[src/rtl/sdm_adc_frame_defs_pkg.sv]
// Frame layout constants shared by the SDM/ADC aggregator and deframer.
// Nine 64-bit words carry a 510-bit payload; word 8 is the trailer.
package sdm_adc_frame_defs;

   localparam int FRAME_WORDS  = 9;
   localparam int DATA_BITS    = 63;
   localparam int TAIL_BITS    = 6;
   localparam int PAYLOAD_BITS = 510;

   // The 60-bit literal is narrowed to the 57-bit field it occupies.
   localparam logic [59:0] MAGIC_RAW = 60'hb72ea61d950c840;
   localparam logic [56:0] MAGIC     = MAGIC_RAW[56:0];

   localparam logic [0:0] ST_HUNT    = 1'b0;
   localparam logic [0:0] ST_COLLECT = 1'b1;

   function automatic logic [15:0] sat_inc16(input logic [15:0] v);
      return (v == 16'hFFFF) ? v : v + 16'd1;
   endfunction

   function automatic logic [3:0] sat_inc4(input logic [3:0] v);
      return (v == 4'hF) ? v : v + 4'd1;
   endfunction

endpackage

[src/rtl/sdm_adc_frame_deframer_classifier.sv]
// Combinational decode of one received word into data / trailer /
// bad-flag classes (exactly one is high for every word).
module frame_word_classifier
   import sdm_adc_frame_defs::*;
#(
   parameter logic [56:0] MAGIC_P = MAGIC
) (
   input  logic [63:0] din,
   output logic        is_data,
   output logic        is_trailer,
   output logic        is_bad_flag
);

   logic magic_ok;

   always_comb begin
      magic_ok    = (din[62:6] == MAGIC_P);
      is_data     = ~din[63];
      is_trailer  = din[63] & magic_ok;
      is_bad_flag = din[63] & ~magic_ok;
   end

endmodule

[src/rtl/sdm_adc_frame_deframer.sv]
// Locks onto the 9-word trailer-delimited stream and rebuilds the
// 510-bit payload; reports lock, emitted-frame and framing-error counts.
module sdm_adc_frame_deframer
   import sdm_adc_frame_defs::*;
#(
   parameter int          FRAME_WORDS = 9,
   parameter logic [56:0] MAGIC       = sdm_adc_frame_defs::MAGIC,
   parameter int          LOCK_FRAMES = 2
) (
   input  logic         CLK,
   input  logic         RESET,
   input  logic [63:0]  DIN,
   input  logic         DIN_VALID,
   output logic [511:0] DOUT,
   output logic         DOUT_VALID,
   output logic         SYNCED,
   output logic [31:0]  FRAME_CNT,
   output logic [15:0]  ERR_CNT
);

   localparam logic [3:0] LAST_IDX = 4'(FRAME_WORDS - 1);
   localparam logic [3:0] LOCK_Q   = 4'(LOCK_FRAMES);

   logic                    is_data;
   logic                    is_trailer;
   logic                    is_bad_flag;

   logic [0:0]              state_q, state_d;
   logic [3:0]              idx_q, idx_d;
   logic [3:0]              good_run_q, good_run_d;
   logic [PAYLOAD_BITS-1:0] buf_q, buf_d;
   logic [511:0]            dout_q, dout_d;
   logic                    dout_valid_q, dout_valid_d;
   logic                    synced_q, synced_d;
   logic [31:0]             frame_cnt_q, frame_cnt_d;
   logic [15:0]             err_cnt_q, err_cnt_d;
   logic                    good_frame;
   logic                    frame_err;

   frame_word_classifier #(
      .MAGIC_P(MAGIC)
   ) u_classifier (
      .din        (DIN),
      .is_data    (is_data),
      .is_trailer (is_trailer),
      .is_bad_flag(is_bad_flag)
   );

   always_comb begin
      state_d      = state_q;
      idx_d        = idx_q;
      good_run_d   = good_run_q;
      buf_d        = buf_q;
      dout_d       = dout_q;
      dout_valid_d = 1'b0;
      frame_cnt_d  = frame_cnt_q;
      err_cnt_d    = err_cnt_q;
      good_frame   = 1'b0;
      frame_err    = 1'b0;

      if (DIN_VALID) begin
         case (state_q)
            ST_HUNT: begin
               if (is_trailer) begin
                  state_d = ST_COLLECT;
                  idx_d   = 4'd0;
               end
            end
            default: begin
               if (idx_q != LAST_IDX) begin
                  unique case (1'b1)
                     is_data: begin
                        // Only the addressed 63-bit slice is written.
                        for (int k = 0; k < FRAME_WORDS - 1; k++) begin
                           if (idx_q == 4'(k)) begin
                              buf_d[DATA_BITS*k +: DATA_BITS] = DIN[62:0];
                           end
                        end
                        idx_d = idx_q + 4'd1;
                     end
                     is_trailer: begin
                        // Short frame: realign on this trailer.
                        frame_err  = 1'b1;
                        idx_d      = 4'd0;
                        good_run_d = 4'd0;
                     end
                     is_bad_flag: begin
                        frame_err  = 1'b1;
                        state_d    = ST_HUNT;
                        idx_d      = 4'd0;
                        good_run_d = 4'd0;
                     end
                     default: ;
                  endcase
               end else if (is_trailer) begin
                  good_frame = 1'b1;
                  buf_d[PAYLOAD_BITS-1 -: TAIL_BITS] = DIN[TAIL_BITS-1:0];
                  idx_d      = 4'd0;
                  good_run_d = sat_inc4(good_run_q);
               end else begin
                  frame_err  = 1'b1;
                  state_d    = ST_HUNT;
                  idx_d      = 4'd0;
                  good_run_d = 4'd0;
               end
            end
         endcase
      end

      if (good_frame && (good_run_d >= LOCK_Q)) begin
         dout_d       = {2'b00, DIN[TAIL_BITS-1:0],
                         buf_q[PAYLOAD_BITS-TAIL_BITS-1:0]};
         dout_valid_d = 1'b1;
         frame_cnt_d  = frame_cnt_q + 32'd1;
      end

      if (frame_err) begin
         err_cnt_d = sat_inc16(err_cnt_q);
      end

      synced_d = (good_run_d >= LOCK_Q);
   end

   always_ff @(posedge CLK or posedge RESET) begin
      if (RESET) begin
         state_q      <= ST_HUNT;
         idx_q        <= 4'd0;
         good_run_q   <= 4'd0;
         buf_q        <= '0;
         dout_q       <= '0;
         dout_valid_q <= 1'b0;
         synced_q     <= 1'b0;
         frame_cnt_q  <= 32'd0;
         err_cnt_q    <= 16'd0;
      end else begin
         state_q      <= state_d;
         idx_q        <= idx_d;
         good_run_q   <= good_run_d;
         buf_q        <= buf_d;
         dout_q       <= dout_d;
         dout_valid_q <= dout_valid_d;
         synced_q     <= synced_d;
         frame_cnt_q  <= frame_cnt_d;
         err_cnt_q    <= err_cnt_d;
      end
   end

   assign DOUT       = dout_q;
   assign DOUT_VALID = dout_valid_q;
   assign SYNCED     = synced_q;
   assign FRAME_CNT  = frame_cnt_q;
   assign ERR_CNT    = err_cnt_q;

endmodule

[config.mk]
export PLATFORM = sky130hd
export DESIGN_NAME = sdm_adc_frame_deframer
export DESIGN_NICKNAME = d
export VERILOG_FILES = /design/src/rtl/sdm_adc_frame_defs_pkg.sv /design/src/rtl/sdm_adc_frame_deframer_classifier.sv /design/src/rtl/sdm_adc_frame_deframer.sv
export SDC_FILE = /design/constraint.sdc
export NUM_CORES = 2
export LEC_CHECK = 0
export CAP_MARGIN = 20
export CORE_ASPECT_RATIO = 0.7
export CORE_MARGIN = 2
export CORE_UTILIZATION = 40
export CTS_CLUSTER_SIZE = 20
export DETAILED_ROUTE_END_ITERATION = 8
export GPL_TIMING_DRIVEN = 0
export PLACE_DENSITY = 0.65
export SYNTH_ARGS = -nofsm -noshare
export SYNTH_HDL_FRONTEND = slang
export SYNTH_HIERARCHICAL = 1
export SYNTH_SLANG_ARGS = --single-unit
[constraint.sdc]
create_clock -name CLK -period 63.2 [get_ports CLK]
set_input_delay 6.32 -clock CLK [delete_from_list [all_inputs] [get_ports CLK]]
set_output_delay 6.32 -clock CLK [all_outputs]
set_load 0.01 [all_outputs]
==> out/metrics.yaml <==
outcome: "complete, no violations"
power_density_nw_per_um2: 25.56
most-common-layout-cells: "dfrtp_1, mux2_2, clkdlybuf4s50_1"
place_congestion: 0.8209
top_layer_used: "met4"
antenna_left: 0
p_sw_share_pct: 21.90
first_global_vias: 25400
cts_tree: "done"
hold_path_depth: 1
cts.reportedPaths.clkPinSlew_ns: 0.07
routed_wl_um: 112100
min_path_type: "reg -> reg"
r2r_cells: 7
slew_viol_final: 0
finalHoldViolations: 0
fmax_ghz: 0.09167
netlist_area_um2: 40810
comb_power_share_pct: 2.2
p_int_mw: 1.047
numPortBuffers: 626
fp-row-count: 97
avgSynthCellArea_um2: 16.66
drive_gt1_share_pct: 39.72
grt_pass1_wl_um: 167200
utilization_pct: 52.12
synth.distinct_cells: 50
synth_edf_count: 0
grt_overflow: 0
cts_buffers: 103
finalNetCount: 3266
start_kind: "primary input"
finClkSkew_ns: 0.03831
cts_buffer_depth: 3
htree_levels: 3
regToRegSetupSlack_ns: 59.89
clk_latency_ns: 0.71
met1_length_um: 49220
postCtsSetupRepairBufs: 0
die_h_um: 271.2
ys_seq_area_share_pct: 65.80
async_flop_share_pct: 100.0
postCtsHoldBufs: 0
critPathKind: "in -> reg"
grt.total_usage_pct: 21.41
synth_top_area_share_pct: 65.80
dieWidth_um: 385.8
end_kind: "register"
diodes: 0
seqPwrFrac_pct: 51.2
viasPerCell: 5.072
worstPathArrival_ns: 11.47
grt_max_degree: 138
fin_tns_setup_ns: 0
synthCells: 2450
final_common_cell: "dfrtp_1"
drc_errors: 0
synth_warnings: 6
synth_seq_cells: 1073
io_pins: 629
wl_met2_um: 52460
met3_length_um: 7337
die-area_um2: 104600
fin_crit_sh_pct: 17.26
critPathMaxFanout: 10
critPathRequiredTime_ns: 63.76
period_needed_ns: 10.91
cts_sinks: 1073
slew_headroom_pct: 27.03
start_util_pct: 40.56
setup_violations: 0
drtIter0Drc: 1067
peakVddDrop_mv: 0.02343
vias: 23360
drv_cap: 0
p_leak_nw: 26.11
p_clk_share_pct: 46.6
yosys-top-cells-area: "dfrtp_1, mux2_2, buf_6"
wl_per_cell_um: 24.35
cts-root-buf: "clkbuf_16"
core-area_um2: 100600
rsz0062_at_grt: "no"
cts_resized: 0
hpwlAfterDp_um: 80460
syn2layout_area_growth_pct: 28.51
switchingPower_mw: 0.2935
synth_area_leader_cell: "dfrtp_1"
worst_slew_pin_slew_ns: 1.079
antenna_found_initial: 5
synth_flop_cell: "dfrtp_1"
dr.pass1.iters: 5
==> path summary, 6_finish.rpt <==
path / start / end
worst max-delay path: DIN[44] / DOUT[153]$_DFFE_PP0P_
min in group asynchronous: RESET / DOUT[189]$_DFFE_PP0P_
worst min register to register: FRAME_CNT[31]$_DFFE_PP0P_ / FRAME_CNT[31]$_DFFE_PP0P_
worst max register to register: state_q$_DFFE_PP0P_ / buf_q[125]$_DFFE_PP0P_
max in group asynchronous: RESET / buf_q[41]$_DFFE_PP0P_
worst min-delay path: FRAME_CNT[31]$_DFFE_PP0P_ / FRAME_CNT[31]$_DFFE_PP0P_
==> through the flow <==
step | std cells | area [um2] | hold WS, ns | setup slack [ns] | total power, mW
final | 4606 | 52440 | 0.4822 | 52.29 | 1.341
after global routing | 4606 | 52440 | 0.4969 | 52.06 | 1.389
after CTS | 4606 | 52440 | 0.4794 | 52.19 | 1.356
after detailed placement | 4423 | 49010 | 0.4669 | 51.49 | 0.7297
after global placement | 4413 | 48750 | 0.4554 | 17.27 | 0.7288
after floorplan | 2451 | 40810 | 0.4749 | 26.67 | 0.7117
==> area by class of cell <==
type | count | area (um2)
buffer | 116 | 918.4
clock buffer | 140 | 2888
clock inverter | 43 | 538.0
fill | 8172 | 48170
inverter | 17 | 71.32
multi-input combinational | 1245 | 12990
sequential | 1073 | 26850
tap | 1336 | 1672
timing repair buffer | 636 | 6516
==> power groups by stage <==
stage | sequential (mW) | clock, mW | combinational, mW
after floorplan | 0.701 | 0 | 0.0108
after global placement | 0.701 | 0 | 0.0274
after detailed placement | 0.700 | 0 | 0.0302
after CTS | 0.687 | 0.639 | 0.0302
after global routing | 0.686 | 0.670 | 0.0327
final | 0.687 | 0.625 | 0.0291
==> flip-flops by register name (all words and copies together) (netlist names) <==
register    cells
DOUT          510
buf_q         504
FRAME_CNT      32
ERR_CNT        16
good_run_q      4
idx_q           4
DOUT_VALID      1
SYNCED          1
state_q         1
==> worst max-delay path, stage by stage <==
cell             delay [ns]
clkdlybuf4s50_1        0.95
nor4b_2                0.78
nand4_1                0.36
nor4_2                 0.48
and2_1                 0.32
nor2_1                 0.10
a21o_1                 0.28
a22o_1                 0.27
o31ai_4                0.59
buf_6                  0.37
buf_6                  0.23
mux2_2                 0.36
==> Yosys cell counts, types with 7 or more instances <==
master and n:
xnor2_1 14, nand3_1 19, nand2_1 24, inv_1 17, nor4b_1 7, buf_6 56, nor4_1 14, xor2_1 35
buf_2 40, dfrtp_1 1073, and3_1 7, nor3_1 19, nand4_1 9, mux2_2 1016, buf_1 11, ha_1 7
nor2_1 19
==> cells by family after synthesis <==
kind of cell             count (synthesis)  synth area share, %
AO/OA/AOI/OAI                           16               0.3066
XOR/XNOR                                49                1.052
adder cells (fa/ha/maj)                  7               0.2146
buffers and inverters                  133                2.404
flip-flops                            1073                65.80
multiplexers                          1016                28.04
other                                    1             0.009190
AND/OR/NAND/NOR                        155                2.177
==> per-layer routing <==
metal / global-route usage, % / vias up
li1: - / 10190
met1: 28.64 / 12450
met2: 33.93 / 555
met3: 6.063 / 170
met4: 6.410 / 0
met5: 0 / -
(Power assumes the default switching activity.)
==> variant (same flow settings) <==
Add an input register stage for `DIN` and `DIN_VALID`, cleared by the reset; this delays them by one clock.
--- a/src/rtl/sdm_adc_frame_deframer.sv
+++ b/src/rtl/sdm_adc_frame_deframer.sv
@@ -21,6 +21,19 @@
    localparam logic [3:0] LAST_IDX = 4'(FRAME_WORDS - 1);
    localparam logic [3:0] LOCK_Q   = 4'(LOCK_FRAMES);
 
+   logic [63:0] DIN_q;
+   logic DIN_VALID_q;
+
+   always_ff @(posedge CLK or posedge RESET) begin
+      if (RESET) begin
+         DIN_q       <= '0;
+         DIN_VALID_q <= '0;
+      end else begin
+         DIN_q       <= DIN;
+         DIN_VALID_q <= DIN_VALID;
+      end
+   end
+
    logic                    is_data;
    logic                    is_trailer;
    logic                    is_bad_flag;
@@ -40,7 +53,7 @@
    frame_word_classifier #(
       .MAGIC_P(MAGIC)
    ) u_classifier (
-      .din        (DIN),
+      .din        (DIN_q),
       .is_data    (is_data),
       .is_trailer (is_trailer),
       .is_bad_flag(is_bad_flag)
@@ -58,7 +71,7 @@
       good_frame   = 1'b0;
       frame_err    = 1'b0;
 
-      if (DIN_VALID) begin
+      if (DIN_VALID_q) begin
          case (state_q)
             ST_HUNT: begin
                if (is_trailer) begin
@@ -73,7 +86,7 @@
                         // Only the addressed 63-bit slice is written.
                         for (int k = 0; k < FRAME_WORDS - 1; k++) begin
                            if (idx_q == 4'(k)) begin
-                              buf_d[DATA_BITS*k +: DATA_BITS] = DIN[62:0];
+                              buf_d[DATA_BITS*k +: DATA_BITS] = DIN_q[62:0];
                            end
                         end
                         idx_d = idx_q + 4'd1;
@@ -94,7 +107,7 @@
                   endcase
                end else if (is_trailer) begin
                   good_frame = 1'b1;
-                  buf_d[PAYLOAD_BITS-1 -: TAIL_BITS] = DIN[TAIL_BITS-1:0];
+                  buf_d[PAYLOAD_BITS-1 -: TAIL_BITS] = DIN_q[TAIL_BITS-1:0];
                   idx_d      = 4'd0;
                   good_run_d = sat_inc4(good_run_q);
                end else begin
@@ -108,7 +121,7 @@
       end
 
       if (good_frame && (good_run_d >= LOCK_Q)) begin
-         dout_d       = {2'b00, DIN[TAIL_BITS-1:0],
+         dout_d       = {2'b00, DIN_q[TAIL_BITS-1:0],
                          buf_q[PAYLOAD_BITS-TAIL_BITS-1:0]};
          dout_valid_d = 1'b1;
          frame_cnt_d  = frame_cnt_q + 32'd1;
Function: not settled (the Yosys comparison gave no result); the edit may change what the design does.
==> variant against the unedited design <==
- sequential share of layout area is 0.59 points lower
- routed wire length is 5.3% higher
- worst setup slack better by 2.3 ns
- power rose by 8.3%
- cell area up 7.3%
- die area grew 7.7%
- maximum frequency grew 27%
- sequential cell count rose by 65
- area after synthesis grew 7.8%
- synthesized cell count rose by 2.7%
- combinational power down 27%
- non-clock buffer count is 9 higher
- core utilization shrank 0.41 points
- clock power rose by 11%
- critical path type is now primary input to async pin
==> variant: results (changes against the unedited design) <==
run_status:
  outcome: "complete, no violations"
setup_path:
  max_stage_delay_ns: 0.49  # -0.46 ns
  crit_path_max_fanout: 115  # +105
  path_delay_family: "buffers and inverters"
final_layout:
  n_all_inverters: 8  # -9
  multiInputGateArea_um2: 14560  # +12%
  multi_input_cells: 1248  # +0.24%
  n_all_buffers: 761  # +1.2%
  nets: 3341  # +2.3%
  buffer_area_share_pct: 13.39  # -0.79 points
  final-clk-cell-share_pct: 6.825  # +0.29 points
global_route:
  grt_pass1_wl_um: 173500  # +3.8%
  grtUsageTotal_pct: 20.89  # -0.52 points
  grt_use_met2_pct: 31.88  # -2.1 points
  use_met1_pct: 30.30  # +1.7 points
  use_met3_pct: 5.026  # -1.0 points
placed_design:
  routabilityCongestion: 0.7806  # -4.9%
  hpwlAfterDp_um: 81670  # +1.5%
power:
  p_leak_nw: 28.44  # +8.9%
  comb_power_share_pct: 1.5  # -0.7 points
  ir_worst_vdd_uv: 24.15  # +3.1%
  seq_power_share_pct: 51.0  # -0.2 points
yosys:
  ys_ff_latch: 1138  # +6.1%
  netlist_top_cells_count: "dfrtp_1, mux2_2, mux2_4"
  synth_mux_area_share_pct: 29.46  # +1.4 points
  synthTopCellsByArea: "dfrtp_1, mux2_2, mux2_4"
  yosys.area_share.adder_pct: 0.1991  # -0.016 points
  yosysUniqueCellTypes: 55  # +10%
routing:
  vias_per_cell: 4.937  # -2.7%
  wl_met1_um: 55670  # +13%
  routed.top_layer: "met5"
  drtIter0Drc: 1247  # +17%
timing:
  max_slew.worst_pin.slew_ns: 1.054  # -0.02568 ns
  finClkSkew_ns: 0.03586  # -0.002448 ns
clock_network:
  cts_made_buffers: 110  # +6.8%
[variant: worst paths after layout]
path / start / endpoint / slack (ns) / cells after the start
worst max-delay path: RESET / DOUT[239] / 54.59 / 6
worst min-delay path: buf_q[244] / DOUT[244] / 0.48 / 1
worst max register to register: DIN_q[32] / DOUT[43] / 58.19 / 13
worst min register to register: buf_q[244] / DOUT[244] / 0.48 / 1
max in group CLK: DOUT[375] / DOUT[375] / 55.06 / 1
min in group asynchronous: RESET / buf_q[389] / 6.04 / 2
[variant: per-stage QoR]
| stage | cell area, um2 | cells | power [mW] |
|---|---|---|---|
| CTS | 56250 | 4797 | 1.470 |
| global route | 56250 | 4797 | 1.503 |
| finish | 56260 | 4800 | 1.452 |
| global placement | 52070 | 4584 | 0.7764 |
| floorplan | 44000 | 2516 | 0.7598 |
| detailed placement | 52410 | 4597 | 0.7763 |
